**config.mk**
```make
export PLATFORM = sky130hd
export DESIGN_NAME = instr_sequencer
export DESIGN_NICKNAME = d
export VERILOG_FILES = /design/src/rtl/instr_sequencer_pkg.sv /design/src/rtl/ir_field_decode.sv /design/src/rtl/instr_sequencer.sv
export SDC_FILE = /design/constraint.sdc
export NUM_CORES = 1
export LEC_CHECK = 0
export ABC_CLOCK_PERIOD_IN_PS = 3800
export CORE_ASPECT_RATIO = 1.2
export CORE_MARGIN = 3
export CORE_UTILIZATION = 30
export DETAILED_ROUTE_END_ITERATION = 8
export MAX_ROUTING_LAYER = met4
export PLACE_DENSITY = 0.59
export SLEW_MARGIN = 20
export SYNTH_ARGS = -nofsm -noshare
export SYNTH_HDL_FRONTEND = slang
export SYNTH_HIERARCHICAL = 1
export SYNTH_SLANG_ARGS = --single-unit
export TNS_END_PERCENT = 30
```
**constraint.sdc**
```tcl
create_clock -name CLK -period 3.8 [get_ports CLK]
set_clock_uncertainty 0.1 [all_clocks]
set_input_delay 0.38 -clock CLK [delete_from_list [all_inputs] [get_ports CLK]]
set_output_delay 0.38 -clock CLK [all_outputs]
set_load 0.01 [all_outputs]
```
**src/rtl/instr_sequencer_pkg.sv**
```systemverilog
// rtl/instr_sequencer_pkg.sv - shared state, opcode and register-bank strobe encodings
// Purpose : constants shared by instr_sequencer and the register bank.
// Contents: state_t sequencer states, LDREGF strobe encodings, opcode values,
//           needs_writeback() opcode classifier.
package instr_sequencer_pkg;

    typedef enum logic [2:0] {
        ST_FETCH  = 3'd0,
        ST_DECODE = 3'd1,
        ST_READ   = 3'd2,
        ST_EXEC   = 3'd3,
        ST_WB     = 3'd4,
        ST_HALTED = 3'd5
    } state_t;

    localparam logic [1:0] LDREGF_IDLE  = 2'b00;
    localparam logic [1:0] LDREGF_READ  = 2'b01;
    localparam logic [1:0] LDREGF_WRITE = 2'b10;

    localparam logic [3:0] OP_ADD  = 4'b0001;
    localparam logic [3:0] OP_LD   = 4'b0010;
    localparam logic [3:0] OP_AND  = 4'b0101;
    localparam logic [3:0] OP_LDR  = 4'b0110;
    localparam logic [3:0] OP_NOT  = 4'b1001;
    localparam logic [3:0] OP_RSVD = 4'b1101;
    localparam logic [3:0] OP_LEA  = 4'b1110;
    localparam logic [3:0] OP_TRAP = 4'b1111;

    // Opcodes whose result lands in DR and therefore need the WB strobe.
    function automatic logic needs_writeback(input logic [3:0] op);
        logic wb;
        wb = 1'b0;
        case (op)
            OP_ADD, OP_AND, OP_NOT, OP_LD, OP_LDR, OP_LEA: wb = 1'b1;
            default:                                       wb = 1'b0;
        endcase
        return wb;
    endfunction

endpackage

```
**src/rtl/ir_field_decode.sv**
```systemverilog
// rtl/ir_field_decode.sv - combinational instruction-word field extraction
// Purpose : split the latched instruction word into its operand fields.
// Ports   : ir        in  16  latched instruction
//           opcode    out 4   ir[15:12]
//           register1 out 3   SR1 select, ir[8:6]
//           register2 out 3   SR2 select, ir[2:0]
//           dr        out 3   destination register, ir[11:9]
//           immsel    out 1   ir[5]
//           imm5      out 16  ir[4:0] sign-extended
module ir_field_decode (
    input  logic [15:0] ir,
    output logic [3:0]  opcode,
    output logic [2:0]  register1,
    output logic [2:0]  register2,
    output logic [2:0]  dr,
    output logic        immsel,
    output logic [15:0] imm5
);

    assign opcode    = ir[15:12];
    assign dr        = ir[11:9];
    assign register1 = ir[8:6];
    assign immsel    = ir[5];
    assign register2 = ir[2:0];
    assign imm5      = {{11{ir[4]}}, ir[4:0]};

endmodule

```
**src/rtl/instr_sequencer.sv**
```systemverilog
// rtl/instr_sequencer.sv - fetch/decode/read/execute/writeback instruction sequencer
// Purpose : fetches instruction words, latches them in IR and sequences the
//           register bank strobes around an external execute stage.
// Ports   : CLK, RESET (async active-high)
//           MEM_DATA/MEM_RDY in   instruction word and its valid
//           EXEC_DONE        in   execute stage complete
//           MEM_REQ, PC      out  fetch request and address
//           IR + fields      out  OPCODE, REGISTER1, REGISTER2, DR, IMMSEL, IMM5
//           LDREGF           out  register bank strobe
//           HALT             out  sequencer halted on TRAP
module instr_sequencer
    import instr_sequencer_pkg::*;
#(
    parameter logic [15:0] RESET_PC = 16'h3000
) (
    input  logic        CLK,
    input  logic        RESET,
    input  logic [15:0] MEM_DATA,
    input  logic        MEM_RDY,
    input  logic        EXEC_DONE,
    output logic        MEM_REQ,
    output logic [15:0] PC,
    output logic [15:0] IR,
    output logic [3:0]  OPCODE,
    output logic [2:0]  REGISTER1,
    output logic [2:0]  REGISTER2,
    output logic [2:0]  DR,
    output logic [1:0]  LDREGF,
    output logic        IMMSEL,
    output logic [15:0] IMM5,
    output logic        HALT
);

    state_t      state_q, state_d;
    logic [15:0] pc_q, pc_d;
    logic [15:0] ir_q, ir_d;
    logic        mem_req_q, mem_req_d;
    logic [1:0]  ldregf_q, ldregf_d;
    logic        halt_q, halt_d;

    ir_field_decode u_ir_field_decode (
        .ir        (ir_q),
        .opcode    (OPCODE),
        .register1 (REGISTER1),
        .register2 (REGISTER2),
        .dr        (DR),
        .immsel    (IMMSEL),
        .imm5      (IMM5)
    );

    always_comb begin
        state_d = state_q;
        pc_d    = pc_q;
        ir_d    = ir_q;

        case (state_q)
            ST_FETCH: begin
                // The first cycle after reset has MEM_REQ still low; a word is
                // only accepted once the request is actually on the bus.
                if (mem_req_q && MEM_RDY) begin
                    ir_d    = MEM_DATA;
                    pc_d    = pc_q + 16'd1;
                    state_d = ST_DECODE;
                end
            end
            ST_DECODE: begin
                if (OPCODE == OP_TRAP) begin
                    state_d = ST_HALTED;
                end else if (OPCODE == OP_RSVD) begin
                    state_d = ST_FETCH;
                end else begin
                    state_d = ST_READ;
                end
            end
            ST_READ: state_d = ST_EXEC;
            ST_EXEC: begin
                if (EXEC_DONE) begin
                    state_d = needs_writeback(OPCODE) ? ST_WB : ST_FETCH;
                end
            end
            ST_WB:     state_d = ST_FETCH;
            ST_HALTED: state_d = ST_HALTED;
            default:   state_d = ST_FETCH;
        endcase

        // Outputs are registered from the next state so they line up with
        // the state they describe without a combinational path to the pins.
        mem_req_d = (state_d == ST_FETCH);
        halt_d    = (state_d == ST_HALTED);
        case (state_d)
            ST_READ: ldregf_d = LDREGF_READ;
            ST_WB:   ldregf_d = LDREGF_WRITE;
            default: ldregf_d = LDREGF_IDLE;
        endcase
    end

    always_ff @(posedge CLK or posedge RESET) begin
        if (RESET) begin
            state_q   <= ST_FETCH;
            pc_q      <= RESET_PC;
            ir_q      <= 16'h0000;
            mem_req_q <= 1'b0;
            ldregf_q  <= LDREGF_IDLE;
            halt_q    <= 1'b0;
        end else begin
            state_q   <= state_d;
            pc_q      <= pc_d;
            ir_q      <= ir_d;
            mem_req_q <= mem_req_d;
            ldregf_q  <= ldregf_d;
            halt_q    <= halt_d;
        end
    end

    assign MEM_REQ = mem_req_q;
    assign PC      = pc_q;
    assign IR      = ir_q;
    assign LDREGF  = ldregf_q;
    assign HALT    = halt_q;

endmodule

```
* After elaboration in Yosys (flattened, before gate mapping)
Index checks and enable logic that the tools add are counted.
** Cells by class
- Add/subtract/negate cells :: 1
- Multipliers :: 0
- Divide/modulo/power cells :: 0
- $lt $le $gt $ge :: 0
- Equality and inequality tests :: 15
- Shift operators :: 0
- Mux-type cells :: 10
- Bitwise gates (word level) :: 0
- Reduce and logical (&&, ||, !) cells :: 5
** Operators by type and width (count)
- $add A16 B1 Y16 const B :: 1
- $eq A4 B4 Y1 const B :: 4
- $pmux W3 S5 :: 1
- $mux W3 :: 4
- $eq A3 B2 Y1 const B :: 3
- $eq A3 B3 Y1 const B :: 3
- $eq A4 B3 Y1 const B :: 2
- $logic_not A3 Y1 :: 2
- $reduce_or A6 Y1 :: 1
- $eq A4 B1 Y1 const B :: 1
- $eq A4 B2 Y1 const B :: 1
- $pmux W2 S2 :: 1
- $eq A3 B1 Y1 const B :: 1
- $mux W1 :: 3
- $mux W2 :: 1
- $reduce_and A2 Y1 :: 1
- $logic_and A1 B1 Y1 :: 1
** Storage, ports and cells
- Register bits :: 39
- Bits in latches :: 0
- Memory bits (writable) :: 0
- Bits in read-only memories :: 0
- Input bits :: 20
- Memories kept :: 0

* Longest topological paths before layout
Gate-level depths: netlist of run 1.
- Word-level depth :: 10
- Depth in mapped cells :: 6
- Gate-level depth less buffers :: 5

* Cells and area by module
The synthesis of run 1 kept the hierarchy.
** Modules (own cells, without submodules)
- instr_sequencer :: instances 1, cells each 161, area each 1686.6 um2, seq. area each 978.4 um2
- ir_field_decode :: instances 1, cells each 30, area each 225.2 um2, seq. area each 0.0 um2

* Worst setup path after synthesis of run 1
Ideal clock, no wire load.
- Kind :: flip-flop to flip-flop
- From :: register pc_q[0] (netlist: PC[0])
- To :: register pc_q[12] (netlist: PC[12])
- Arrival time :: 1.492 ns
- Slack :: 2.134 ns
- Stages on the path, launching flop included :: 6
- Clock period less this slack :: 1.666 ns
- Cells stage by stage :: dfrtp_1 ha_1 nand2_1 or4_4 nor3_2 xor2_1
** Between the ends
- Cells in the longest elaborated chain, start to end :: 1
** Ends and longest elaborated chain
- from (decl) :: line instr_sequencer.sv:35 : logic [15:0] pc_q, pc_d;
- from (signal assigned) :: line instr_sequencer.sv:107 : pc_q <= pc_d;
- $add A16 B1 Y16 :: line instr_sequencer.sv:62 : pc_d = pc_q + 16'd1;
Every way passes these cells.
A chain may end at the register's enable or synchronous reset.

* Final worst setup path of run 1
- From :: register ir_q[4] (netlist: IR[4])
- To :: output IMM5[5]
** RTL lines
- from (decl) :: line instr_sequencer.sv:36 : logic [15:0] ir_q, ir_d;
- from (signal assigned) :: line instr_sequencer.sv:108 : ir_q <= ir_d;
- to (decl) :: line instr_sequencer.sv:30 : output logic [15:0] IMM5,
No word-level cell between the ends.

==> results of run 1 <==
-- final timing paths --
path | slack (ns) | end | cells after the start | startpoint
max | 1.89 | IMM5[5] | 1 | IR[4]$_DFFE_PP0P_
min | 0.37 | PC[15]$_DFFE_PP0P_ | 1 | PC[15]$_DFFE_PP0P_
max reg2reg | 1.95 | PC[8]$_DFFE_PP0P_ | 5 | PC[0]$_DFFE_PP0P_
min reg2reg | 0.37 | PC[15]$_DFFE_PP0P_ | 1 | PC[15]$_DFFE_PP0P_
max in group asynchronous | 2.83 | PC[13]$_DFFE_PP1P_ | 3 | RESET
min in group asynchronous | 0.41 | LDREGF[0]$_DFF_PP0_ | 3 | RESET
-- report_power, final --
group / leakage, uW / switching (uW) / total, uW / internal [uW]
clock: 0.0000482 / 138 / 285 / 146
combinational: 0.000653 / 348 / 880 / 532
sequential: 0.000505 / 163 / 696 / 533
-- sequential cells by signal, summed over array words and instances (netlist names) --
name     flops
IR          16
MEM_REQ      1
PC          16
LDREGF       2
HALT         1
state_q      3
-- final cells by class --
class / instances / area, um^2
Fill cell: 611 / 3374
Timing Repair Buffer: 87 / 865.8
Inverter: 1 / 3.754
Multi-Input combinational cell: 116 / 673.1
Clock buffer: 7 / 86.33
Sequential cell: 39 / 978.4
Tap cell: 82 / 102.6
Clock inverter: 1 / 5.005
-- logic make-up (layout without fill, tap and decap cells) --
logic type | count (synthesis) | in the layout
fa+ha+maj | 1 | 1
compound gates | 10 | 10
buf+inv | 36 | 96
simple gates | 88 | 88
flops | 39 | 39
xor+xnor | 17 | 17
-- through the flow --
step / utilization / instances / area (um^2)
after floorplan: - / 191 / 1912
after global placement: 0.4309 / 325 / 2624
after detailed placement: 0.4309 / 325 / 2624
after CTS: 0.4459 / 333 / 2715
after global routing: 0.4459 / 333 / 2715
final: 0.4459 / 333 / 2715
-- metal layers --
| metal | vias up | part of all wire | wire, um |
|---|---|---|---|
| met5 | - | 0 | 0 |
| met4 | 0 | 0.0069 | 29 |
| met3 | 2 | 0.087 | 367 |
| met2 | 62 | 0.48 | 1999 |
| met1 | 661 | 0.43 | 1807 |
| li1 | 710 | - | - |
-- cell usage after synthesis --
library cell | instances | area (um^2)
nor2_1 | 4 | 15.01
and2_2 | 1 | 7.510
buf_6 | 1 | 11.26
a31o_2 | 1 | 8.760
nand2_1 | 62 | 232.7
nor4_1 | 1 | 6.260
or3_1 | 1 | 6.260
or4_4 | 1 | 11.26
a41oi_1 | 1 | 8.760
buf_4 | 30 | 225.2
dfstp_2 | 2 | 52.55
or2b_1 | 1 | 7.510
nand3b_4 | 1 | 20.02
a21oi_1 | 3 | 15.01
a2111oi_2 | 1 | 15.01
nor3_2 | 2 | 20.02
buf_2 | 4 | 20.02
o21ba_2 | 1 | 10.01
xnor2_1 | 13 | 113.9
and4_1 | 1 | 8.760
dfrtp_1 | 37 | 925.9
o21a_1 | 2 | 15.01
xor2_1 | 4 | 35.03
inv_1 | 1 | 3.750
ha_1 | 1 | 12.51
a41o_2 | 1 | 11.26
nand3_1 | 3 | 15.01
nand4_1 | 3 | 18.77
or2_2 | 1 | 6.260
and3_1 | 5 | 31.28
nor4_4 | 1 | 21.27
-- cell usage in the layout (no fill, tap or decap), drive strengths merged --
| cell | count |
|---|---|
| or2 | 1 |
| ha | 1 |
| and2 | 1 |
| xnor2 | 13 |
| o21a | 2 |
| nand4 | 3 |
| xor2 | 4 |
| clkdlybuf4s50 | 85 |
| nand3b | 1 |
| nor2 | 4 |
| dfstp | 2 |
| a31o | 1 |
| and3 | 5 |
| nand2 | 62 |
| buf | 2 |
| and4 | 1 |
| nor3 | 2 |
| a21oi | 3 |
| a41oi | 1 |
| or2b | 1 |
| o21ba | 1 |
| nand3 | 3 |
| nor4 | 2 |
| a41o | 1 |
| dfrtp | 37 |
| or4 | 1 |
| a2111oi | 1 |
| or3 | 1 |
| clkbuf | 7 |
| clkinv | 2 |
==> metrics.md, run 1 <==
| Metric | Value |
|---|---|
| Slowest CP cell | clkdlybuf4s50_1 |
| DP HPWL | between 3000 and 4000 um |
| Actual slew at the worst max-slew pin | 0.6660 ns |
| Setup Fix Bufs, Post-CTS | 0 |
| Starting Density | 0.3140 |
| Relative slew slack | 0.5519 |
| Peak fanout along the critical path | 14 |
| Req. time, crit path | 3.32 ns |
| Setup violators final | 0 |
| Core area | 6090 um^2 |
| Place WS | about 1.6 ns |
| Largest stage delay, worst path | 0.61 ns |
| Post-Synth XOR/XNOR Area | 0.07788 |
| Synth warn | 6 |
| Antenna cells | 0 |
| Clock Latency Late Sink | 0.28 ns |
| Die Ht | 93.45 um |
| CTS buffer count | 5 |
| WL final | 4204 um |
| Gp weighted congestion | 0.6962 |
| Setup WS post-layout | 1.895 ns |
| Post-Syn Nets | 212 |
| Max VDD drop | 0.2854 mV |
| Largest net degree at the start of global routing | 40 |
| Setup TNS | 0 ns |
| H-tree depth | 2 |
| Resized Gates After CTS | 0 |
| GRT Util Overall | 0.1223 |
| HP Class | reg2reg |
| Top Ports | 86 |
| Crit. End Element | output pin |
| Met3 Use GR | 0.04335 |
| GR Util met1 | 0.1418 |
| Synth Area in Adders | 0.006545 |
| Fin crit share | 0.5014 |
| Synth Area in Simple Gates | 0.2238 |
| Layout cells sized above 1 | 0.08765 |
| CTS Root Cell | clkbuf_8 |
| Busiest grt layer | met2 |
| Buf/Inv on CP | 1 |
| # DRC | 0 |
| RSZ-0062 raised after global routing | no |
| Vias/cell | 4.309 |
| Detailed router's first-iteration violation count | 36 |
| Critical Path, Cell by Cell | clkdlybuf4s50_1 |
| Port Buffer Count | 85 |
| Mapped Avg Cell Area | 10.01 um^2 |
| Num rows | 31 |
| Initial antenna violation count | 0 |
| Hold-fix buffers at CTS | 0 |
| Gr ovfl total | 0 |
| Via count | 1,435 |
| Grt met2 use | 0.1969 |
| Family with the most delay on the worst path | buffers and inverters |
| Setup crit start kind | flip-flop |
| CTS clock-pin slew for the worst setup and hold paths | 0.07 ns |
| Status | completed |
| Static Leak | 0.001205 uW |
| Total power | about 1900 uW |
| Routed length per instance | 12.62 um |
| Pins Over Slew Limit | 0 |
| Min Tclk post-route | roughly 1.9 ns |
| Seq/Total Area, Yosys | 0.5118 |
| Area fraction in compound gates after synthesis | 0.04385 |
| Max Fclk | 0.5249 GHz |
| Die Footprint | between 7000 and 8000 um^2 |
| CTS max path bufs | 2 |
| Gate Count Post-Synth | 191 |
| CTS tree | yes |
| DRT Pass-1 Iters | 4 |
| Vias in the first global route | 1,413 |
| Max_cap viols | 0 |
| Critical path class | reg2out |
| Arr. time, crit path | 1.43 ns |
| Nets@finish | 271 |
| Area grow syn2layout | 42.02% |
| Power Density | 685.4 nW/um^2 |
| Synthesized cell area | 1912 um^2 |
| Chip Width | 78.88 um |
| Post-synthesis mux area share | 0 |
| Yosys cell types | 31 |
| Antenna Violating Nets Remaining | 0 |
| Clk sink count | 39 |
| Largest family of logic cells by synthesized area | simple AND/OR/NAND/NOR gates |
| Endpoints failing hold | 0 |
| First-pass GRT wire length | 6858 um |
| Hold_ws | 0.3699 ns |
| Flops & latches, synth | 39 |
Power figures use the tool's default switching activity.
==> run 2: changes to the inputs <==
--- a/config.mk
+++ b/config.mk
@@ -5,13 +5,13 @@
 export SDC_FILE = /design/constraint.sdc
 export NUM_CORES = 1
 export LEC_CHECK = 0
-export ABC_CLOCK_PERIOD_IN_PS = 3800
+export ABC_CLOCK_PERIOD_IN_PS = 1500
 export CORE_ASPECT_RATIO = 1.2
 export CORE_MARGIN = 3
 export CORE_UTILIZATION = 30
 export DETAILED_ROUTE_END_ITERATION = 8
 export MAX_ROUTING_LAYER = met4
-export PLACE_DENSITY = 0.59
+export PLACE_DENSITY = 0.61
 export SLEW_MARGIN = 20
 export SYNTH_ARGS = -nofsm -noshare
 export SYNTH_HDL_FRONTEND = slang
==> constraint.sdc (replaced) <==
create_clock -name CLK -period 1.5 [get_ports CLK]
set_clock_uncertainty 0.1 [all_clocks]
set_input_delay 0.15 -clock CLK [delete_from_list [all_inputs] [get_ports CLK]]
set_output_delay 0.15 -clock CLK [all_outputs]
set_load 0.01 [all_outputs]
==> metrics.md, run 2 (synthesis gave the netlist of run 1 again) <==
| Metric | Value |
|---|---|
| Vias/cell | 4.309 (about the same) |
| Setup crit start kind | flip-flop |
| CTS max path bufs | 2 (unchanged) |
| Nets@finish | 304 (+12%) |
| Routed length per instance | 12.57 um (-0.45%) |
| Min Tclk post-route | 1.576 ns |
| Register Area | 985.9 um^2 (+0.77%) |
| DP HPWL | 3253 um (+5.2%) |
| Via count | 1,577 (+9.9%) |
| Hold_ws | 0.08705 ns (-0.2828 ns) |
| Area of the multi-input gates | 742.0 um^2 (+10%) |
| H-tree depth | 2 (unchanged) |
| Max VDD drop | 0.7856 mV (+180%) |
| WL final | 4600 um (+9.4%) |
| Clock Latency Late Sink | 0.29 ns (about the same) |
| Static Leak | 0.001715 uW (+42%) |
| CTS clock-pin slew for the worst setup and hold paths | 0.08 ns (about the same) |
| Core area | 6090 um^2 (unchanged) |
| Req. time, crit path | 1.62 ns (-1.70 ns) |
| CTS buffer count | 5 (unchanged) |
| Max_cap viols | 0 (unchanged) |
| # DRC | 0 (unchanged) |
| First-pass GRT wire length | 7113 um (+3.7%) |
| Pins Over Slew Limit | 0 (unchanged) |
| Clk sink count | 39 (unchanged) |
| Fin crit share | 1.051 |
| RSZ-0062 raised after global routing | yes |
| Setup violators final | 4 (+4) |
| Chip Width | 78.88 um (unchanged) |
| Power Density | 1680 nW/um^2 (+150%) |
| Port Buffer Count | 85 (unchanged) |
| Top Ports | 86 (unchanged) |
| Vias in the first global route | 1,510 (+6.9%) |
| Max Fclk | 0.6343 GHz |
| Failing checks | setup timing |
| Setup WS post-layout | -0.07650 ns (-1.971 ns) |
| Endpoints failing hold | 0 (unchanged) |
| Critical Path, Cell by Cell | nand3b_4 > or4_4 > nor3_4 > xor2_1 |
| Relative slew slack | 0.8056 (+0.2536) |
| Peak fanout along the critical path | 6 (-8) |
| Design Area, Final | 3065 um^2 (+13%) |
| DRT Pass-1 Iters | 4 (unchanged) |
| Starting Density | 0.3140 (unchanged) |
| Final Non-Filler Cells | 366 (+9.9%) |
| Most common cell after layout, fill and taps aside | nand2_1 |
| Slowest CP cell | or4_4 |
| Area grow syn2layout | 60.34% |
| Die Ht | 93.45 um (unchanged) |
| Placed inst area | 2826 um^2 (+7.7%) |
| Gr ovfl total | 0 (unchanged) |
| Placed instance count | 350 (+7.7%) |
| GRT Util Overall | 0.1264 (+0.004101) |
| Antenna Violating Nets Remaining | 0 (unchanged) |
| Die Footprint | 7371 um^2 (unchanged) |
| Filler cells | 585 (-4.3%) |
| Initial antenna violation count | 0 (unchanged) |
| CTS Root Cell | clkbuf_8 |
| Arr. time, crit path | 1.70 ns (+0.27 ns) |
| Commonest cells after routing, fill and taps aside | 61 x nand2_1, 37 x clkdlybuf4s50_1, 35 x dlygate4sd2_1 |
| Gp weighted congestion | 0.7569 (+8.7%) |
| Num rows | 31 (unchanged) |
| Largest stage delay, worst path | 0.53 ns (-0.08 ns) |
| Detailed router's first-iteration violation count | 54 (+50%) |
| Layout cells sized above 1 | 0.2465 (+0.1588) |
| Reg2reg path depth | 4 (-1) |
| Actual slew at the worst max-slew pin | 0.2917 ns (-0.3743 ns) |
| Hold-fix buffers at CTS | 0 (unchanged) |
| Status | complete, but fails checks |
| HP Class | in2async |
| Largest net degree at the start of global routing | 40 (unchanged) |
| Antenna cells | 0 (unchanged) |
| Critical path class | reg2reg |
| CTS tree | yes |
| Crit. End Element | flip-flop |
[run 2: changes by cell type in the layout (fill, tap and decap cells not counted), moves of 2 or more]
cell,change
dlymetal6s2s_1,+13
dfrtp_1,-6
xnor2_1,-2
dlygate4sd2_1,+35
xnor2_2,+2
dfrtp_2,+6
buf_4,+31
clkdlybuf4s50_1,-48
[run 2: worst paths after layout]
path / from / end / slack, ns
min reg2reg: PC[15]$_DFFE_PP0P_ / PC[15]$_DFFE_PP0P_ / 0.38
max in group asynchronous: RESET / PC[12]$_DFFE_PP1P_ / 0.96
min in group CLK: MEM_DATA[12] / IR[12]$_DFFE_PP0P_ / 0.28
max reg2reg: state_q[0]$_DFF_PP0_ / PC[12]$_DFFE_PP1P_ / -0.08
max: state_q[0]$_DFF_PP0_ / PC[12]$_DFFE_PP1P_ / -0.08
min: RESET / IR[0]$_DFFE_PP0P_ / 0.09
[run 2: per-layer routing]
| metal | share of wire | track usage | up-vias |
|---|---|---|---|
| met2 | 0.51 | 0.2210 | 50 |
| li1 | - | - | 775 |
| met5 | 0 | - | - |
| met3 | 0.064 | 0.03372 | 2 |
| met1 | 0.42 | 0.1391 | 750 |
| met4 | 0.0063 | 0.04298 | 0 |
[run 2: timing repair]
action,4_1_cts,5_1_grt
gates resized for setup,43,25
pin swaps,4,8
setup buffers,2,6
setup endpoints to repair,43,47
[run 2: area by class of cell]
cell class / instances / share of cell area
Tap cell: 82 / 0.03347
Clock buffer: 5 / 0.02245
Inverter: 1 / 0.001224
Timing Repair Buffer: 120 / 0.3649
Multi-Input combinational cell: 116 / 0.2420
Clock inverter: 3 / 0.01429
Sequential cell: 39 / 0.3216
[run 2: stage by stage]
step	TNS (ns)	setup slack (ns)	utilization	power, uW
3_3_place_gp	-5.451	-0.2182	0.4641	4290
6_report	-0.1947	-0.07650	0.5034	5151
2_1_floorplan	-1.178	-0.1183	-	3142
5_1_grt	-1.672	-0.1211	0.5034	5483
4_1_cts	-0.2360	-0.09780	0.4820	5111
3_5_place_dp	-5.898	-0.2406	0.4641	4330
[run 2: where the power goes]
part	internal, uW	switching (uW)
logic	1490	1150
clock network	495	381
registers	1370	266
total	3350	1800
[run 2: worst max-delay path, delay by kind of cell (launching register included)]
| kind | cells | cell delay [ns] |
|---|---|---|
| and+or+nand+nor | 3 | 0.87 |
| DFF | 1 | 0.38 |
| xor gates and xnor gates | 1 | 0.15 |
==> run 3: changes to the inputs <==
--- a/config.mk
+++ b/config.mk
@@ -7,11 +7,11 @@
 export LEC_CHECK = 0
 export ABC_CLOCK_PERIOD_IN_PS = 1500
 export CORE_ASPECT_RATIO = 1.2
-export CORE_MARGIN = 3
+export CORE_MARGIN = 1
 export CORE_UTILIZATION = 30
 export DETAILED_ROUTE_END_ITERATION = 8
 export MAX_ROUTING_LAYER = met4
-export PLACE_DENSITY = 0.61
+export PLACE_DENSITY_LB_ADDON = 0.08
 export SLEW_MARGIN = 20
 export SYNTH_ARGS = -nofsm -noshare
 export SYNTH_HDL_FRONTEND = slang
==> metrics.md, run 3 (synthesis gave the netlist of run 1 again) <==
| Metric | Value |
|---|---|
| Hold_ws | 0.001437 ns (-0.08561 ns) |
| # DRC | 0 (unchanged) |
| Port Buffer Count | 85 (unchanged) |
| Vias in the first global route | 1,475 (-2.3%) |
| Largest net degree at the start of global routing | 21 (-48%) |
| DRT Pass-1 Iters | 4 (unchanged) |
| CTS max path bufs | 2 (unchanged) |
| GRT Util Overall | 0.1497 (+0.02336) |
| Clk sink count | 39 (unchanged) |
| Family with the most delay on the worst path | simple AND/OR/NAND/NOR gates |
| Routed length per instance | 12.18 um (-3.1%) |
| Actual slew at the worst max-slew pin | 0.3178 ns (+0.02615 ns) |
| Core area | 6090 um^2 (unchanged) |
| Vias/cell | 4.322 (+0.31%) |
| Via count | 1,569 (-0.51%) |
| WL final | 4420 um (-3.9%) |
| CTS buffer count | 5 (unchanged) |
| Final Non-Filler Cells | 363 (-0.82%) |
| Placed instance count | 349 (-0.29%) |
| HP Class | in2async |
| Reg-to-reg startpoint | state_q[0]$_DFF_PP0_ |
| Chip Width | 74.88 um (-5.1%) |
| Clock Latency Late Sink | 0.29 ns (about the same) |
| Reg2reg path depth | 4 (unchanged) |
| Starting Density | 0.3140 (unchanged) |
| Antenna Violating Nets Remaining | 0 (unchanged) |
| Total power | 4850 uW (-5.8%) |
| First-pass GRT wire length | 7245 um (+1.9%) |
| Nets@finish | 301 (-0.99%) |
| Max_cap viols | 0 (unchanged) |
| Slowest CP cell | or4_4 |
| Relative slew slack | 0.7879 (-0.01766) |
| Antenna cells | 0 (unchanged) |
| Static Leak | 0.001735 uW (+1.2%) |
| Arr. time, crit path | 1.71 ns (about the same) |
| Place WS | -0.2708 ns (-0.03025 ns) |
| Final Util | 0.4958 (-0.007602) |
| Initial antenna violation count | 0 (unchanged) |
| CTS clock-pin slew for the worst setup and hold paths | 0.08 ns (about the same) |
| Most common cell after layout, fill and taps aside | nand2_1 |
| Setup crit start kind | flip-flop |
| Max Fclk | 0.6238 GHz (-1.7%) |
| Status | complete, but fails checks |
| Failing checks | setup timing |
| Internal reg-to-reg setup slack | -0.10 ns (-0.03 ns) |
| Detailed router's first-iteration violation count | 34 (-37%) |
| Peak fanout along the critical path | 4 (-2) |
| Setup WS post-layout | -0.1030 ns (-0.02650 ns) |
| Endpoints failing hold | 0 (unchanged) |
| Req. time, crit path | 1.61 ns (about the same) |
| FF-to-FF End | PC[12]$_DFFE_PP1P_ |
| Crit. End Element | flip-flop |
| Critical path class | reg2reg |
| Area grow syn2layout | 57.92% |
| Stages on the worst setup path | 4 (unchanged) |
| Fin crit share | 1.069 (+0.01767) |
| Die Ht | 89.45 um (-4.3%) |
| CTS tree | yes |
| Critical Path, Cell by Cell | nand3b_4 > or4_4 > nor3_4 > xor2_1 |
| Min Tclk post-route | 1.603 ns (+0.02650 ns) |
| Top Ports | 86 (unchanged) |
| Pins Over Slew Limit | 0 (unchanged) |
| Buf/Inv on CP | 0 (unchanged) |
| Gr ovfl total | 0 (unchanged) |
| Num rows | 31 (unchanged) |
| Commonest cells after routing, fill and taps aside | 62 x nand2_1, 38 x dlygate4sd2_1, 33 x dfrtp_1 |
| DP HPWL | 3239 um (-0.43%) |
| Gp weighted congestion | 0.7513 (-0.74%) |
| Largest stage delay, worst path | 0.54 ns (about the same) |
| H-tree depth | 2 (unchanged) |
| Die Footprint | 6698 um^2 (-9.1%) |
| CTS Root Cell | clkbuf_8 |
| Layout cells sized above 1 | 0.2135 (-0.03296) |
| Filler cells | 596 (+1.9%) |
| RSZ-0062 raised after global routing | yes |
| Setup violators final | 25 (+21) |
| Power Density | 1607 nW/um^2 (-4.4%) |
| Max VDD drop | 0.7651 mV (-2.6%) |
run 3: cell count changes in the layout (fill, tap and decap cells not counted), sizes merged:
cell           before  now
clkdlybuf4s50      37   31
buf                35   32
clkbuf              5    8
clkinv              3    0
dlygate4sd2        35   38
dlymetal6s2s       13   16
bufinv              1    0
inv                 0    1
run 3: power breakdown:
| part | total [uW] | internal, uW | switching, uW | leakage [uW] |
|---|---|---|---|---|
| Combinational | 2530 | 1430 | 1100 | 0.00120 |
| Sequential | 1640 | 1360 | 279 | 0.000499 |
| Clock | 683 | 331 | 353 | 0.0000395 |
run 3: cell type report:
class / count / area (um^2) / share of cell area
sequential: 39 / 983.4 / 0.3257
timing repair buffer: 117 / 1125 / 0.3726
inverter: 1 / 3.754 / 0.001243
tap: 82 / 102.6 / 0.03398
multi-input combinational: 116 / 724.4 / 0.2399
clock buffer: 8 / 80.08 / 0.02652
run 3: stage by stage:
step	TNS, ns	cell area (um^2)
floorplan	-1.178	1922
global placement	-5.235	2819
detailed placement	-6.081	2819
CTS	-0.2880	2883
global route	-3.140	3019
finish	-1.038	3019
run 3: worst max path at each step:
stage	startpoint	end	slack, ns
after floorplan	PC[0]$_DFFE_PP0P_	PC[8]$_DFFE_PP0P_	-0.12
after global placement	MEM_RDY	PC[8]$_DFFE_PP0P_	-0.22
after detailed placement	MEM_RDY	PC[10]$_DFFE_PP0P_	-0.27
after CTS	PC[1]$_DFFE_PP0P_	PC[10]$_DFFE_PP0P_	-0.09
after global routing	PC[1]$_DFFE_PP0P_	PC[8]$_DFFE_PP0P_	-0.18
final	state_q[0]$_DFF_PP0_	PC[12]$_DFFE_PP1P_	-0.10
run 3: what timing repair did:
item,CTS,global route
endpoints found under the setup margin,46,52
setup buffers,2,4
gates resized for setup,44,28
hold buffers,0,0
pin swaps,1,9
run 3: metal layers:
| metal | up-vias | track usage | routed length, um |
|---|---|---|---|
| met4 | 0 | 0.04631 | 57 |
| met5 | - | - | 0 |
| met1 | 731 | 0.1822 | 1905 |
| met2 | 64 | 0.2416 | 2163 |
| li1 | 769 | - | - |
| met3 | 5 | 0.03946 | 294 |
==> RTL change 1, RTL diff (settings of run 2) <==
The 6 states of `state_t` get a Gray code encoding in 3 bits.
--- a/src/rtl/instr_sequencer_pkg.sv
+++ b/src/rtl/instr_sequencer_pkg.sv
@@ -7,8 +7,8 @@
     typedef enum logic [2:0] {
-        ST_FETCH  = 3'd0,
-        ST_DECODE = 3'd1,
-        ST_READ   = 3'd2,
-        ST_EXEC   = 3'd3,
-        ST_WB     = 3'd4,
-        ST_HALTED = 3'd5
+        ST_FETCH  = 3'b000,
+        ST_DECODE = 3'b001,
+        ST_READ   = 3'b011,
+        ST_EXEC   = 3'b010,
+        ST_WB     = 3'b110,
+        ST_HALTED = 3'b111
     } state_t;
Formal check against the unedited RTL: same outputs for any inputs over 10 cycles, from zero or initial values and one cycle with RESET high; not proved beyond that.
==> RTL change 1 against run 2 <==
Core utilization decreased by 2.5 points. Power increased by 2.6%. Area after synthesis increased by 0.85%. Cell area decreased by 4.3%. Sequential cell count unchanged. Routed wire length decreased by 12%. Count of clock-buffer cells in the layout increased by 3. Setup slack improved by 0.094 ns. Highest routed layer unchanged.
==> RTL change 1: results (changes against run 2) <==
* Avg WL per Cell at 12.69 um (+0.99%)
* Worst vdd ir at 0.0007663 V (-2.5%)
* GRT met2 Usage at 0.1903 (-0.03065)
* Syn_nets at 178 (-16%)
* Largest fanout on the critical path at 9 (+3)
* Placed cells at 308 (-12%)
* DR vias at 1,364 (-14%)
* Status: finished clean
* Final std cells w/o fill at 319 (-13%)
* Grt met1 use at 0.1455 (+0.006422)
* Fill cell count at 597 (+2.1%)
* Commonest cells in the synthesized netlist: dfrtp_1, buf_4, mux2_4, xnor2_1, nand2_1
* Dominant cells by area after synthesis: dfrtp_1, mux2_4, buf_4
* Met3 Usage GRT at 0.03551 (+0.001790)
* # nets final at 257 (-15%)
* Clock transition at path regs at 0.07 ns
* Num CTS Buffers at 5 (unchanged)
* Crit-path slowest cell: dfrtp_1
* Critical Path AT at 1.55 ns (-0.15 ns)
* Crit-path max cell delay at 0.37 ns (-0.16 ns)
* Pleak at 1.563 nW (-8.9%)
* First-pass GRT wire length at 6713 um (-5.6%)
* HPWL Detailed at 2974 um (-8.6%)
* Setup WS pre-CTS at -0.1783 ns (+0.06231 ns)
* Share of cells above drive strength 1 at 0.2321 (-0.01441)
* GRT Util Overall at 0.1189 (-0.007504)
* GPL Wtd Cong at 0.7658 (+1.2%)
* Slew HR at 0.8521 (+0.04654)
* Initial DRC Count at 31 (-43%)
* Clock latency on the worst-skew pair at 0.28 ns
* Mapped Avg Cell Area at 12.28 um^2 (+23%)
RTL change 1: worst paths after layout:
path | start | cells past startpoint | end | slack [ns]
min reg2reg | PC[15] | 1 | PC[15] | 0.37
max in group asynchronous | RESET | 3 | PC[13] | 0.94
max reg2reg | state_q[0] | 4 | IR[15] | 0.02
min in group CLK | MEM_DATA[0] | 2 | IR[0] | 0.37
max | state_q[0] | 4 | IR[15] | 0.02
min | RESET | 3 | IR[10] | 0.11
RTL change 1: layer usage:
metal	up-vias	wire (um)	part of all wire
li1	656	-	-
met1	649	1686	0.42
met2	55	2044	0.50
met3	4	289	0.071
met4	0	28	0.0069
met5	-	0	0
RTL change 1: final cells by class:
cell class | instances | area share
Multi-Input combinational cell | 81 | 0.2358
Clock buffer | 8 | 0.03412
Sequential cell | 39 | 0.3339
Timing Repair Buffer | 106 | 0.3574
Inverter | 3 | 0.003838
Tap cell | 82 | 0.03497
RTL change 1: kinds of logic after synthesis:
family	synth area share
muxes	0.1304
xor gates and xnor gates	0.06814
DFF	0.5075
and+or+nand+nor	0.1214
AOI/OAI and AO/OA	0.02207
adders and majority gates	0.006488
buffers and inverters	0.1441
RTL change 1: where the power goes:
group	switching [mW]	internal, mW
clock network	0.343	0.420
registers	0.283	1.40
logic	1.12	1.72
total	1.75	3.54
RTL change 1: metrics by stage:
step	hold slack, ns	setup TNS, ns	instance area (um^2)	utilization	power, mW
after detailed placement	0.3681	-3.817	2788	0.4549	4.818
after global placement	0.3642	-3.787	2788	0.4549	4.789
after CTS	0.1147	0	2859	0.4665	5.389
after floorplan	0.1980	0	1936	-	3.518
final	0.1120	0	2934	0.4788	5.286
after global routing	0.1494	-0.4237	2934	0.4788	5.669
RTL change 1: worst register-to-register path, delay by kind of cell (launching register included):
kind	cells	cell delay, ns
and+or+nand+nor	2	0.45
DFF	1	0.37
muxes	1	0.30
buffers and inverters	1	0.14
RTL change 1: what timing repair did:
item                                    4_1_cts  5_1_grt
gates cloned                                  0        0
setup buffers                                 2        1
endpoints found under the setup margin       48       43
resized for setup                            40       24
==> RTL change 2, RTL diff (settings of run 2) <==
Without the edit above. `RESET_PC`: 16'h3000 -> 16'h2000.
--- a/src/rtl/instr_sequencer.sv
+++ b/src/rtl/instr_sequencer.sv
@@ -13,3 +13,3 @@
 #(
-    parameter logic [15:0] RESET_PC = 16'h3000
+    parameter logic [15:0] RESET_PC = 16'h2000
 ) (
Function: changed (a bounded check fails within 4 cycles, from zero or initial values and one cycle with RESET high).
==> RTL change 2 against run 2 <==
The run still ends with negative setup slack left. Power grew 3.9%. Critical endpoint is now PC[12]. Sequential cell count is the same. Setup slack worse by 0.013 ns. Area after synthesis about the same. Synthesized cell count stayed put. Largest power group unchanged. Cell area up 1.7%. Routed wire length down 1.1%.
==> RTL change 2: results (changes against run 2) <==
* Fill cell count at 575 (-1.7%)
* DR pass1 iterations at 4 (unchanged)
* Setup WS pre-CTS at -0.2532 ns (-0.01259 ns)
* Slew HR at 0.7064 (-0.09920)
* Worst Setup Slack, final at -0.08949 ns (-0.01299 ns)
* Initial antenna violation count at 0 (unchanged)
* Seq/Total Area, Yosys at 0.5115 (about the same)
* GRT Util Overall at 0.1265 (about the same)
* Clk root buf: clkbuf_8
* Final setup viols at 3 (-1)
* HPWL Detailed at 3325 um (+2.2%)
* # nets final at 303 (-0.33%)
* PortBufs at 85 (unchanged)
* Clock transition at path regs at 0.08 ns (about the same)
* Commonest cells in the synthesized netlist: nand2_1, dfrtp_1, buf_4, xnor2_1, and3_1
* Clock latency on the worst-skew pair at 0.29 ns (about the same)
* Pin count of the biggest net entering global routing at 20 (-50%)
* Share of cells above drive strength 1 at 0.2226 (-0.02386)
* ANT cells at 0 (unchanged)
* Routed wire length at 4548 um (-1.1%)
* Routed vias/inst at 4.348 (+0.91%)
* Pleak at 1.797 nW (+4.8%)
* Dominant cells by area after synthesis: dfrtp_1, nand2_1, buf_4
* Failing checks: negative setup slack
* Vias in the first global route at 1,528 (+1.2%)
* Depth of the CTS H-tree at 2 (unchanged)
* Worst vdd ir at 0.0009516 V (+21%)
* Yosys warning total at 6 (unchanged)
* GPL Wtd Cong at 0.7292 (-3.7%)
* Initial DRC Count at 62 (+15%)
* Status: complete, but fails checks
* First-pass GRT wire length at 7210 um (+1.4%)
[RTL change 2: cell types whose count changed after synthesis, sizes merged]
cell | run 2 | this run
dfstp | 2 | 1
dfrtp | 37 | 38
[RTL change 2: worst paths after layout]
kind / startpoint / end / slack, ns / cells past startpoint
max in group asynchronous: RESET / state_q[2] / 0.79 / 3
worst min register to register: PC[15] / PC[15] / 0.36 / 1
worst min-delay path: RESET / IR[0] / 0.02 / 2
worst max register to register: state_q[0] / PC[12] / -0.09 / 4
worst max-delay path: state_q[0] / PC[12] / -0.09 / 4
min in group CLK: MEM_DATA[4] / IR[4] / 0.28 / 3
[RTL change 2: layout make-up]
type,instances,area (um^2),share of cell area
inverters,1,3.754,0.001204
clock buffers,6,72.57,0.02327
multi-input cells,116,747.0,0.2396
clock inverters,2,60.06,0.01926
flip-flops and latches,39,983.4,0.3154
well taps,82,102.6,0.03291
repair buffers,119,1149,0.3684
[RTL change 2: timing repair]
| action | in CTS | in global routing |
|---|---|---|
| pin swaps | 2 | 9 |
| resized for setup | 36 | 41 |
| setup endpoints to repair | 38 | 55 |
| buffers inserted | 2 | 6 |
[RTL change 2: routing by layer]
layer | vias up | wire length (um) | track usage
met5 | - | 0 | -
met4 | 0 | 14 | 0.03868
met3 | 2 | 306 | 0.03179
met2 | 58 | 2338 | 0.2153
met1 | 751 | 1888 | 0.1471
li1 | 776 | - | -
[RTL change 2: through the flow]
step	area [um^2]	instances	setup TNS, ns
after floorplan	1921	191	-1.176
after global placement	2833	351	-5.174
after detailed placement	2833	351	-5.439
after CTS	2940	361	-0.3000
after global routing	3118	365	-1.367
final	3118	365	-0.2478
[RTL change 2: worst max-delay path: stages (launching register included)]
cell and delay [ns]:
dfrtp_1 0.39, nand3b_4 0.20, or4_4 0.52, nor3_4 0.13, xor2_1 0.16
[RTL change 2: cell families after synthesis]
kind of cell    count (synthesis)  share of synthesized area
simple gates                   88                     0.2240
buf+inv                        36                     0.1362
xor+xnor                       17                    0.07793
flops                          39                     0.5115
compound gates                 10                    0.04387
fa+ha+maj                       1                   0.006548
[RTL change 2: power breakdown]
| part | internal (mW) | switching, mW |
|---|---|---|
| Clock | 0.665 | 0.372 |
| Combinational | 1.50 | 1.14 |
| Sequential | 1.36 | 0.307 |
| Total | 3.53 | 1.82 |
